[src/rtl/cpu_pkg.sv]
// cpu_pkg: shared controller states, ISA constants and datapath select encodings
package cpu_pkg;
  typedef enum logic [2:0] {
    S_WAIT,
    S_DECODE,
    S_GET_A,
    S_GET_B,
    S_ALU,
    S_CMP,
    S_WR_REG,
    S_WR_IMM
  } state_t;
  typedef enum logic [2:0] {
    CLS_MOV_IMM,
    CLS_MOV_REG,
    CLS_ALU2,
    CLS_CMP,
    CLS_UNDEF
  } cls_t;
  localparam logic [2:0] OPC_MOV = 3'b110;
  localparam logic [2:0] OPC_ALU = 3'b101;
  localparam logic [1:0] OP_MOV_IMM = 2'b10;
  localparam logic [1:0] OP_MOV_REG = 2'b00;
  localparam logic [1:0] OP_ADD = 2'b00;
  localparam logic [1:0] OP_CMP = 2'b01;
  localparam logic [1:0] OP_AND = 2'b10;
  localparam logic [1:0] OP_MVN = 2'b11;
  localparam logic [2:0] NSEL_NONE = 3'b000;
  localparam logic [2:0] NSEL_RN = 3'b001;
  localparam logic [2:0] NSEL_RD = 3'b010;
  localparam logic [2:0] NSEL_RM = 3'b100;
  localparam logic [3:0] VSEL_NONE = 4'b0000;
  localparam logic [3:0] VSEL_C = 4'b0001;
  localparam logic [3:0] VSEL_IMM = 4'b0100;
endpackage

[src/rtl/fsm_decode.sv]
// fsm_decode: classifies the latched {opcode, op} into an instruction class
module fsm_decode
  import cpu_pkg::*;
(
  input  logic [4:0] ir,
  output cls_t       cls
);
  // ALU ops other than CMP share one sequence, so they collapse into one class
  always_comb
    cls = ir == {OPC_MOV, OP_MOV_IMM} ? CLS_MOV_IMM :
          ir == {OPC_MOV, OP_MOV_REG} ? CLS_MOV_REG :
          ir == {OPC_ALU, OP_CMP}     ? CLS_CMP     :
          ir[4:2] == OPC_ALU          ? CLS_ALU2    : CLS_UNDEF;
endmodule

[src/rtl/cpu_fsm.sv]
// cpu_fsm: sequences datapath control strobes for MOV and ALU instructions
module cpu_fsm
  import cpu_pkg::*;
(
  input  logic       clk,
  input  logic       reset,
  input  logic       s,
  input  logic [2:0] opcode,
  input  logic [1:0] op,
  output logic       w,
  output logic [2:0] nsel,
  output logic [3:0] vsel,
  output logic       loada,
  output logic       loadb,
  output logic       loadc,
  output logic       loads,
  output logic       asel,
  output logic       bsel,
  output logic       write
);
  state_t     state;
  cls_t       cls;
  logic [4:0] ir;
  logic       la_q, lb_q, lc_q, ls_q, wr_q;
  fsm_decode u_dec (.ir(ir), .cls(cls));
  assign bsel = 1'b0;
  // reset kills every commit strobe in the very cycle it is sampled
  assign {loada, loadb, loadc, loads, write} = {la_q, lb_q, lc_q, ls_q, wr_q} & {5{~reset}};
  // state register with outputs registered for the state being entered
  always_ff @(posedge clk)
    if (reset) begin
      state <= S_WAIT;
      ir <= '0;
      w <= 1'b1;
      nsel <= NSEL_NONE;
      vsel <= VSEL_NONE;
      asel <= 1'b0;
      {la_q, lb_q, lc_q, ls_q, wr_q} <= '0;
    end else begin
      w <= 1'b0;
      nsel <= NSEL_NONE;
      vsel <= VSEL_NONE;
      asel <= 1'b0;
      {la_q, lb_q, lc_q, ls_q, wr_q} <= '0;
      case (state)
        S_WAIT:
          if (s) begin
            ir <= {opcode, op};
            state <= S_DECODE;
          end else w <= 1'b1;
        S_DECODE:
          case (cls)
            CLS_MOV_IMM: begin
              state <= S_WR_IMM;
              nsel <= NSEL_RN;
              vsel <= VSEL_IMM;
              wr_q <= 1'b1;
            end
            CLS_MOV_REG: begin
              state <= S_GET_B;
              nsel <= NSEL_RM;
              lb_q <= 1'b1;
            end
            CLS_ALU2, CLS_CMP: begin
              state <= S_GET_A;
              nsel <= NSEL_RN;
              la_q <= 1'b1;
            end
            default: begin
              state <= S_WAIT;
              w <= 1'b1;
            end
          endcase
        S_GET_A: begin
          state <= S_GET_B;
          nsel <= NSEL_RM;
          lb_q <= 1'b1;
        end
        S_GET_B:
          if (cls == CLS_CMP) begin
            state <= S_CMP;
            ls_q <= 1'b1;
          end else begin
            state <= S_ALU;
            lc_q <= 1'b1;
            asel <= cls == CLS_MOV_REG;
          end
        S_ALU: begin
          state <= S_WR_REG;
          nsel <= NSEL_RD;
          vsel <= VSEL_C;
          wr_q <= 1'b1;
        end
        default: begin
          state <= S_WAIT;
          w <= 1'b1;
        end
      endcase
    end
endmodule

[config.mk]
export PLATFORM = sky130hd
export DESIGN_NAME = cpu_fsm
export DESIGN_NICKNAME = d
export VERILOG_FILES = /design/src/rtl/cpu_pkg.sv /design/src/rtl/fsm_decode.sv /design/src/rtl/cpu_fsm.sv
export SDC_FILE = /design/constraint.sdc
export NUM_CORES = 1
export LEC_CHECK = 0
export BUFFER_PORTS_ARGS = -buffer_cell sky130_fd_sc_hd__buf_2
export CAP_MARGIN = 20
export CORE_MARGIN = 1
export CORE_UTILIZATION = 43
export CTS_BUF_LIST = sky130_fd_sc_hd__clkbuf_8 sky130_fd_sc_hd__clkbuf_16
export DETAILED_ROUTE_END_ITERATION = 10
export GPL_ROUTABILITY_DRIVEN = 0
export GPL_TIMING_DRIVEN = 1
export PLACE_DENSITY = 0.79
export SETUP_SLACK_MARGIN = 0.05
export SYNTH_ARGS = -nofsm -noshare
export SYNTH_HDL_FRONTEND = slang
export SYNTH_SLANG_ARGS = --single-unit
[constraint.sdc]
create_clock -name clk -period 1.4 [get_ports clk]
set_clock_uncertainty 0.2 [all_clocks]
set_input_delay 0.14 -clock clk [delete_from_list [all_inputs] [get_ports clk]]
set_output_delay 0.14 -clock clk [all_outputs]
set_load 0.01 [all_outputs]
==> metrics.md, run 1 <==
| Metric | Value |
|---|---|
| Number of warnings reported in the yosys synthesis log | `0` |
| Root Buffer Master | `clkbuf_8` |
| TritonCTS clock tree | `yes` |
| HPWL Detailed | `about 1.2 mm` |
| Total grt overflow | `0` |
| Final critical path time including I/O delays and setup | `approximately 1.5 ns` |
| Number of nets at the end of the flow | `129` |
| CP Data Arrival Time | `around 1.5 ns` |
| Final design utilization | `0.673` |
| Share of cells above drive strength 1 | `0.492` |
| Total GRT Usage | `0.213` |
| Antenna Nets Post-Route | `0` |
| Final setup fails | `3` |
| Drt wl/cell | `about 13 um` |
| Final count of hold timing violations | `1` |
| First-iteration detailed-routing DRC count | `20` |
| Clock latency of the later-clocked register in the worst-skew pair | `roughly 0.26 ns` |
| Maximum VDD drop | `just over 0.0007 V` |
| Power density of the placed cells | `~950 mW/mm^2` |
| Htree depth | `1` |
| Final-report max-slew violation count | `0` |
| Commonest non-fill, non-tap cells in the layout | `buf_2, dfxtp_1, buf_4, nor2_1, nor2b_1` |
| Hold-fix buffers, CTS | `5` |
| Initial core utilization | `0.454` |
| Die Wd | `~45 um` |
| Maximum number of pins on one net before global-route repair | `14` |
| Die area | `0.00200 mm^2` |
| Std cell rows | `15` |
| Synthesized area per cell | `between 9 and 10 um^2` |
| Leak pwr | `approximately 0.52 nW` |
| Critical path peak fanout | `2` |
| Placed cell areas | `about 1000 um^2` |
| Longest individual stage delay on the worst path | `~0.48 ns` |
| Antenna cell count | `0` |
| CP endpoint kind | `flop` |
| Element type at the critical path start | `flop` |
| Clock-pin slew on the worst setup and hold paths | `0.07 ns` |
| Post-synthesis register bit count | `19` |
| Area of the mapped netlist | `about 780 um^2` |
| Instance count of the mapped netlist | `just over 80` |
| Total I/O pin count | `23` |
| MaxCap Viol Count | `0` |
| Antenna violations before repair | `0` |
| Number of port buffers | `19` |
| Crit-path leading delay family | `simple AND/OR/NAND/NOR gates` |
| Area growth syn-to-layout | `48.2%` |
| Violations in the final reports | `DRC, hold timing, setup timing` |
| CP Class | `reg2reg` |
| Number of optimization iterations in the first detailed-route pass | `7` |
| Ratio of final minimum period to clock period | `1.08` |
| Sequential area share after synthesis | `0.485` |
| Commonest non-fill, non-tap cell in the layout | `buf_2` |
| Required time worst endpoint | `approximately 1.4 ns` |
| Max Clk Rate | `between 600 and 700 MHz` |
| Floorplan Core Area | `roughly 0.0017 mm^2` |
| Worst hold margin | `-0.0328 ns` |
| Clock Sinks | `19` |
| Maximum number of buffers from clock root to sink | `2` |
| Final Cell Area | `0.00116 mm^2` |
| Detail-routed via count per cell | `4.88` |
| Path category of the worst min-delay check | `in2reg` |
| Ordered list of cells on the worst path | `and4bb_2 -> or4b_4 -> a21oi_2` |
| Wire length reported by the detailed router | `approximately 1.9 mm` |
| Number of distinct library cells after synthesis | `28` |
| Number of buffers inserted during clock tree synthesis | `3` |
| RSZ-0062 raised after global routing | `yes` |
| DRC errors left | `2` |
| Number of global-route vias before repair | `about 680` |
| First-pass GRT wire length | `roughly 3 mm` |
| Vias | `~700` |
| Min setup slack post-route | `-0.105 ns` |
| Buf/Inv on CP | `0` |
| Slowest-stage cell, CP | `or4b_4` |
| Outcome | `finished with violations` |
| DIE HEIGHT | `approximately 45 um` |
## metrics by stage
step | setup TNS [ns] | setup WS [ns] | total power, W | std cells
3_5_place_dp | -0.0823 | -0.0416 | 0.000706 | 134
3_3_place_gp | -0.0633 | -0.0330 | 0.000703 | 134
4_1_cts | -0.139 | -0.0604 | 0.00109 | 145
2_1_floorplan | -0.175 | -0.0877 | 0.000655 | 83
6_report | -0.230 | -0.105 | 0.00110 | 145
5_1_grt | -0.420 | -0.134 | 0.00115 | 145
## cell families after synthesis
kind of cell	Yosys count	share of synthesized area
AO/OA/AOI/OAI	10	0.0797
buffers and inverters	8	0.0574
flip-flops	19	0.485
multiplexers	5	0.0638
other	1	0.00478
AND/OR/NAND/NOR	38	0.309
## layer usage
metal | vias to the layer above | part of all wire | global-route usage
met3 | 7 | 0.029 | 0.0480
met4 | 0 | 0.027 | 0.127
met5 | - | 0 | 0
li1 | 350 | - | -
met2 | 24 | 0.51 | 0.356
met1 | 327 | 0.44 | 0.249
## what timing repair did
action,CTS,global route
resized for setup,12,9
buffers inserted,2,0
cloned,0,0
endpoints found under the setup margin,12,17
pin swaps,3,3
hold endpoints to repair,6,1
## flip-flops by register name (all words and copies together) (netlist names)
name   cells
wr_q       1
ls_q       1
w          1
lb_q       1
vsel       2
ir         5
la_q       1
asel       1
lc_q       1
nsel       2
state      3
## Yosys cell counts
cell type  count  area [um^2]
or4b_1         1         10.0
and4bb_2       1         12.5
conb_1         1         3.75
dfxtp_1       19          380
nor2b_1        8         50.1
and3b_1        1         8.76
o221ai_1       1         8.76
o311ai_0       1         8.76
clkbuf_1       2         7.51
nor2_1        12         45.0
a21oi_1        3         15.0
nand2b_1       1         6.26
or3_1          1         6.26
nor4b_1        1         8.76
buf_4          4         30.0
nand3_1        3         15.0
nand4b_1       1         8.76
mux2i_1        5         50.1
nand2_1        2         7.51
or3_4          1         11.3
nand3b_1       2         15.0
nor3b_1        1         7.51
nor4b_4        1         23.8
inv_1          2         7.51
a31oi_1        1         6.26
a31o_2         1         8.76
o21ai_0        3         15.0
or2_2          1         6.26
## cell type report
| type | instances | area (um^2) |
|---|---|---|
| clock buffers | 3 | 41.3 |
| fillers | 144 | 564 |
| multi-input cells | 56 | 420 |
| inverters | 2 | 7.51 |
| clock inverters | 1 | 5.00 |
| well taps | 25 | 31.3 |
| repair buffers | 39 | 265 |
| flip-flops and latches | 19 | 392 |
## final timing paths
check / startpoint / endpoint / slack [ns] / cells after the start
setup / recovery: ir[2] / nsel[2] / -0.11 / 3
setup reg to reg: ir[2] / nsel[2] / -0.11 / 3
hold / removal: reset / state[0] / -0.03 / 4
hold reg to reg: state[0] / state[0] / 0.39 / 2
## report_power, final
group	switching [W]	internal (W)
clock	0.000186	0.000198
sequential	0.0000139	0.000554
combinational	0.0000647	0.0000852
total	0.000265	0.000837
## tightest hold or removal path: stages
cell and delay [ns]:
buf_2 0.11, nor2_2 0.05, o311ai_2 0.05, a31oi_1 0.04
No activity file was read; power rests on OpenSTA's default activity.
==> inputs of run 2 (changes only) <==
--- a/config.mk
+++ b/config.mk
@@ -5,6 +5,7 @@
 export SDC_FILE = /design/constraint.sdc
 export NUM_CORES = 1
 export LEC_CHECK = 0
+export ABC_CLOCK_PERIOD_IN_PS = 1400
 export BUFFER_PORTS_ARGS = -buffer_cell sky130_fd_sc_hd__buf_2
 export CAP_MARGIN = 20
 export CORE_MARGIN = 1
@@ -14,6 +15,7 @@
 export GPL_ROUTABILITY_DRIVEN = 0
 export GPL_TIMING_DRIVEN = 1
 export PLACE_DENSITY = 0.79
+export REMOVE_ABC_BUFFERS = 1
 export SETUP_SLACK_MARGIN = 0.05
 export SYNTH_ARGS = -nofsm -noshare
 export SYNTH_HDL_FRONTEND = slang
==> run 2 against run 1 <==
- via count is 1.4% higher
- critical path depth stayed put
- the run ends with setup timing left
- die area stayed put
- clock power is 1% lower
==> metrics.md, run 2 (synthesis results as in run 1) <==
| Metric | Value |
|---|---|
| Fraction of power consumed by sequential logic | `0.511` |
| Part of the power in combinational logic | `0.147` |
| Number of nets at the end of the flow | `130` |
| Initial core utilization | `0.454` |
| CP Data Arrival Time | `approximately 1.5 ns` |
| Path category of the worst min-delay check | `in2reg` |
| Die area | `~0.0020 mm^2` |
| Htree depth | `1` |
| Buf/Inv on CP | `0` |
| Total I/O pin count | `23` |
| Registers with the most flip-flops | `ir (5), state (3)` |
| Element type at the critical path start | `flop` |
| Violations in the final reports | `setup timing` |
| DIE HEIGHT | `roughly 45 um` |
| Commonest non-fill, non-tap cell in the layout | `buf_2` |
| Final design utilization | `0.681` |
| Antenna Nets Post-Route | `0` |
| MaxCap Viol Count | `0` |
| Drt wl/cell | `about 13 um` |
| Switching part of the total power | `0.238` |
| Maximum number of pins on one net before global-route repair | `15` |
| Commonest non-fill, non-tap cells in the layout | `buf_2, dfxtp_1, buf_4, nor2_1, nor2b_1` |
| Fill cells | `roughly 150` |
| Area growth syn-to-layout | `49.9%` |
| Clock latency of the later-clocked register in the worst-skew pair | `0.26 ns` |
| Final setup fails | `8` |
| CP endpoint kind | `flop` |
| Slowest-stage cell, CP | `or4b_4` |
| Ratio of final minimum period to clock period | `1.07` |
| Root Buffer Master | `clkbuf_8` |
| Detail-routed via count per cell | `approximately 4.9` |
| Register name with the most flops | `ir` |
| Final count of hold timing violations | `0` |
| Antenna violations before repair | `0` |
| Final-report max-slew violation count | `0` |
| Std cell rows | `15` |
| Clock Sinks | `19` |
| Max Clk Rate | `670 MHz` |
| Wire length reported by the detailed router | `~1.9 mm` |
| CP Class | `reg2reg` |
| Clock-pin slew on the worst setup and hold paths | `~0.07 ns` |
| DRC errors left | `0` |
| Number of port buffers | `19` |
| Power density of the placed cells | `~940 mW/mm^2` |
| Share of cells above drive strength 1 | `0.512` |
| Final critical path time including I/O delays and setup | `about 1.5 ns` |
| Crit-path leading delay family | `simple AND/OR/NAND/NOR gates` |
| Die Wd | `roughly 45 um` |
| Critical path peak fanout | `2` |
| Placed insts | `136` |
| Worst hold margin | `0.0853 ns` |
| Clk network pwr share | `0.342` |
| Ordered list of cells on the worst path | `and4bb_2 -> or4b_4 -> a21oi_2` |
| Longest individual stage delay on the worst path | `0.49 ns` |
| Outcome | `finished with violations` |
| Number of optimization iterations in the first detailed-route pass | `4` |
| Cell Count, Final, Fillers Out | `roughly 150` |
| First-iteration detailed-routing DRC count | `9` |
| Number of global-route vias before repair | `slightly below 700` |
| Overall power of the completed layout | `0.00111 W` |
| Min setup slack post-route | `-0.0926 ns` |
| Leak pwr | `between 0.5 and 0.6 nW` |
| Vias | `around 700` |
| Number of buffers inserted during clock tree synthesis | `3` |
| Maximum VDD drop | `approximately 0.0008 V` |
| Maximum number of buffers from clock root to sink | `2` |
| Internal Dissipation | `around 0.00085 W` |
| Antenna cell count | `0` |
| Required time worst endpoint | `~1.4 ns` |
| Total GRT Usage | `0.213` |
| P_sw | `between 0.0002 and 0.0003 W` |
| First-pass GRT wire length | `2.95 mm` |
| Floorplan Core Area | `about 0.0017 mm^2` |
| TritonCTS clock tree | `yes` |
| HPWL Detailed | `1.25 mm` |
| RSZ-0062 raised after global routing | `yes` |
| Flip-flop count of the largest register, all copies and words added | `5` |
| Total grt overflow | `0` |
==> run 2: cell count changes in the layout (fill, tap and decap cells not counted), moves of 2 or more <==
| cell | previous run | this run |
|---|---|---|
| dfxtp_2 | 0 | 4 |
| dfxtp_4 | 3 | 1 |
| buf_6 | 2 | 4 |
| dfxtp_1 | 16 | 14 |
==> run 2: worst paths after layout <==
kind	endpoint	slack, ns	depth (start not counted)	from
setup / recovery	nsel[2]	-0.09	3	ir[0]
setup reg to reg	nsel[2]	-0.09	3	ir[0]
hold / removal	lb_q	0.09	4	reset
hold reg to reg	state[0]	0.38	2	state[0]
==> run 2: worst reg2reg max path, cell delays in order, from the launching register on <==
cell	delay, ns
dfxtp_2	0.33
and4bb_2	0.29
or4b_4	0.49
a21oi_2	0.13
==> run 2: layer usage <==
metal	up-vias	GRT usage	wire length, um
met5	-	0	0
met4	0	0.0727	28
met3	4	0.0640	99
met2	22	0.426	1070
met1	339	0.200	720
li1	353	-	-
==> run 2: area by class of cell <==
cell class / count / area [um^2] / area share
multi-input cells: 56 / 422 / 0.359
inverters: 2 / 7.51 / 0.00638
clock inverters: 1 / 5.00 / 0.00426
flip-flops and latches: 19 / 389 / 0.331
well taps: 25 / 31.3 / 0.0266
clock buffers: 3 / 41.3 / 0.0351
repair buffers: 40 / 280 / 0.238
==> run 2: stage by stage <==
stage | setup WS [ns] | area (um^2) | setup TNS (ns)
4_1_cts | -0.0908 | 1140 | -0.411
6_report | -0.0926 | 1180 | -0.329
3_3_place_gp | -0.0468 | 993 | -0.235
5_1_grt | -0.131 | 1180 | -0.809
2_1_floorplan | -0.0971 | 754 | -0.294
3_5_place_dp | -0.105 | 993 | -0.465
==> run 2: repair_timing <==
action / in CTS / in global routing
setup buffers: 1 / 1
resized for setup: 17 / 10
setup endpoints to repair: 16 / 18
pin swaps: 10 / 5
endpoints found under the hold margin: 5 / 0
hold buffers: 5 / 0
==> run 2: power by group through the flow <==
stage | Combinational [W] | Sequential [W] | Clock (W)
final | 0.000163 | 0.000567 | 0.000380
after global routing | 0.000175 | 0.000568 | 0.000410
after CTS | 0.000153 | 0.000568 | 0.000385
after detailed placement | 0.000134 | 0.000578 | 0
after global placement | 0.000130 | 0.000577 | 0
after floorplan | 0.0000592 | 0.000584 | 0
==> inputs of run 3 (changes only) <==
--- a/config.mk
+++ b/config.mk
@@ -13,7 +13,7 @@
 export CTS_BUF_LIST = sky130_fd_sc_hd__clkbuf_8 sky130_fd_sc_hd__clkbuf_16
 export DETAILED_ROUTE_END_ITERATION = 10
 export GPL_ROUTABILITY_DRIVEN = 0
-export GPL_TIMING_DRIVEN = 1
+export GPL_TIMING_DRIVEN = 0
 export PLACE_DENSITY = 0.79
 export REMOVE_ABC_BUFFERS = 1
 export SETUP_SLACK_MARGIN = 0.05
==> run 3 against run 2 <==
- the flow still finishes with violations (setup timing)
- register-to-register slack is essentially flat
- first-iteration DRC count grew 33%
- global-route usage shrank 3.8 points
- non-clock buffer count shrank 8
- critical path depth is the same
- sequential power grew 1%
- hold slack lost 0.050 ns
- critical endpoint unchanged
==> metrics.md, run 3 (synthesis results as in run 1) <==
| Metric | Value |
|---|---|
| Outcome | `finished with violations` |
| Violations in the final reports | `setup timing` |
| Antenna Nets Post-Route | `0` |
| CP Data Arrival Time | `1.48 ns` |
| Final count of hold timing violations | `0` |
| Total GRT Usage | `0.174` |
| Final design utilization | `0.636` |
| Final Cell Area | `about 0.0011 mm^2` |
| Antenna violations before repair | `0` |
| Antenna cell count | `0` |
| Critical path peak fanout | `2` |
| Critical hold path startpoint | `reset` |
| Clock-pin slew on the worst setup and hold paths | `around 0.070 ns` |
| Commonest non-fill, non-tap cells in the layout | `buf_2, dfxtp_1, nor2_1, nor2b_1, buf_4` |
| Register name with the most flops | `ir` |
| First-iteration detailed-routing DRC count | `12` |
| Floorplan Core Area | `0.00173 mm^2` |
| Max Clk Rate | `~670 MHz` |
| CP Class | `reg2reg` |
| Die Wd | `44.7 um` |
| Slowest-stage cell, CP | `or4b_4` |
| Placed cell areas | `around 880 um^2` |
| Number of buffers inserted during clock tree synthesis | `3` |
| DRC errors left | `0` |
| Registers with the most flip-flops | `ir (5), state (3)` |
| Placed insts | `approximately 120` |
| MaxCap Viol Count | `0` |
| Leak pwr | `slightly below 0.5 nW` |
| Number of global-route vias before repair | `roughly 660` |
| Initial core utilization | `0.454` |
| Std cell rows | `15` |
| Total I/O pin count | `23` |
| Share of cells above drive strength 1 | `0.478` |
| Buf/Inv on CP | `0` |
| Clk network pwr share | `0.352` |
| Maximum number of pins on one net before global-route repair | `16` |
| Ordered list of cells on the worst path | `and4bb_2 -> or4b_4 -> a21oi_2` |
| Detail-routed via count per cell | `5.02` |
| Maximum VDD drop | `between 0.0007 and 0.0008 V` |
| Maximum number of buffers from clock root to sink | `2` |
| Clock latency of the later-clocked register in the worst-skew pair | `between 0.2 and 0.3 ns` |
| Required time worst endpoint | `approximately 1.4 ns` |
| Vias | `approximately 690` |
| Worst slack at placement | `-0.179 ns` |
| Number of nets at the end of the flow | `~120` |
| Cell Count, Final, Fillers Out | `roughly 140` |
| Flip-flop count of the largest register, all copies and words added | `5` |
| Element type at the critical path start | `flop` |
| Ratio of final minimum period to clock period | `1.06` |
| Number of optimization iterations in the first detailed-route pass | `4` |
| FF-to-FF Start | `ir[2]` |
| Path category of the worst min-delay check | `in2reg` |
| Min setup slack post-route | `-0.0824 ns` |
| Total grt overflow | `0` |
| Fin Setup TNS | `-0.192 ns` |
| Htree depth | `1` |
| TritonCTS clock tree | `yes` |
| DIE HEIGHT | `44.7 um` |
| CP Launch Point | `ir[2]` |
| Internal Dissipation | `0.000820 W` |
| Number of port buffers | `19` |
| Power density of the placed cells | `around 980 mW/mm^2` |
| Wire length reported by the detailed router | `1.72 mm` |
| Die area | `~0.0020 mm^2` |
| Clock Sinks | `19` |
| Part of the power in combinational logic | `0.114` |
| Final-report max-slew violation count | `0` |
| Fraction of power consumed by sequential logic | `0.534` |
| Drt wl/cell | `~12 um` |
| Commonest non-fill, non-tap cell in the layout | `buf_2` |
| Area growth syn-to-layout | `40.0%` |
| RSZ-0062 raised after global routing | `yes` |
| Switching part of the total power | `0.238` |
| Longest individual stage delay on the worst path | `0.48 ns` |
| First-pass GRT wire length | `about 2.5 mm` |
| P_sw | `between 0.0002 and 0.0003 W` |
| HPWL Detailed | `955 um` |
| Crit-path leading delay family | `simple AND/OR/NAND/NOR gates` |
| Final setup fails | `4` |
| CP endpoint kind | `flop` |
| Root Buffer Master | `clkbuf_8` |
| Final critical path time including I/O delays and setup | `~1.5 ns` |
## run 3: cell types whose count changed in the layout (fill, tap and decap cells not counted), sizes merged
cell  delta
buf      -8
## run 3: worst reg2reg max path: stages (launching register included)
cell	delay [ns]
dfxtp_2	0.32
and4bb_2	0.30
or4b_4	0.48
a21oi_2	0.12
## run 3: path summary, 6_finish.rpt
| kind | to | slack (ns) | cells after the start |
|---|---|---|---|
| setup reg to reg | nsel[2] | -0.08 | 3 |
| hold / removal | ir[3] | 0.03 | 2 |
| setup / recovery | nsel[2] | -0.08 | 3 |
| hold reg to reg | ir[4] | 0.32 | 2 |
## run 3: area by class of cell
| type | instances | area, um^2 |
|---|---|---|
| clock buffer | 3 | 41.3 |
| clock inverter | 1 | 5.00 |
| fill | 148 | 628 |
| inverter | 2 | 7.51 |
| multi-input combinational | 56 | 410 |
| sequential | 19 | 394 |
| tap | 25 | 31.3 |
| timing repair buffer | 32 | 209 |
## run 3: power groups by stage
stage | logic, W | registers [W] | clock network [W]
final | 0.000123 | 0.000574 | 0.000379
after global routing | 0.000132 | 0.000576 | 0.000407
after CTS | 0.000117 | 0.000572 | 0.000373
after detailed placement | 0.0000862 | 0.000587 | 0
after global placement | 0.0000831 | 0.000586 | 0
after floorplan | 0.0000592 | 0.000584 | 0
## run 3: stage by stage
| step | hold WS (ns) | power (W) |
|---|---|---|
| final | 0.0349 | 0.00108 |
| after floorplan | 0.0124 | 0.000643 |
| after global routing | 0.0474 | 0.00111 |
| after CTS | 0.0349 | 0.00106 |
| after global placement | 0.174 | 0.000670 |
| after detailed placement | 0.183 | 0.000673 |
## run 3: per-layer routing
| metal | GRT usage | wire length, um | vias up |
|---|---|---|---|
| met3 | 0.0360 | 113 | 0 |
| met5 | 0 | 0 | - |
| li1 | - | - | 337 |
| met1 | 0.161 | 668 | 319 |
| met4 | 0.0606 | 0 | 0 |
| met2 | 0.365 | 937 | 37 |
## run 3: timing repair
item,4_1_cts,5_1_grt
gates resized for setup,17,6
setup endpoints to repair,13,16
buffers inserted,8,0
hold buffers,5,0
pin swaps,9,1
endpoints found under the hold margin,5,0
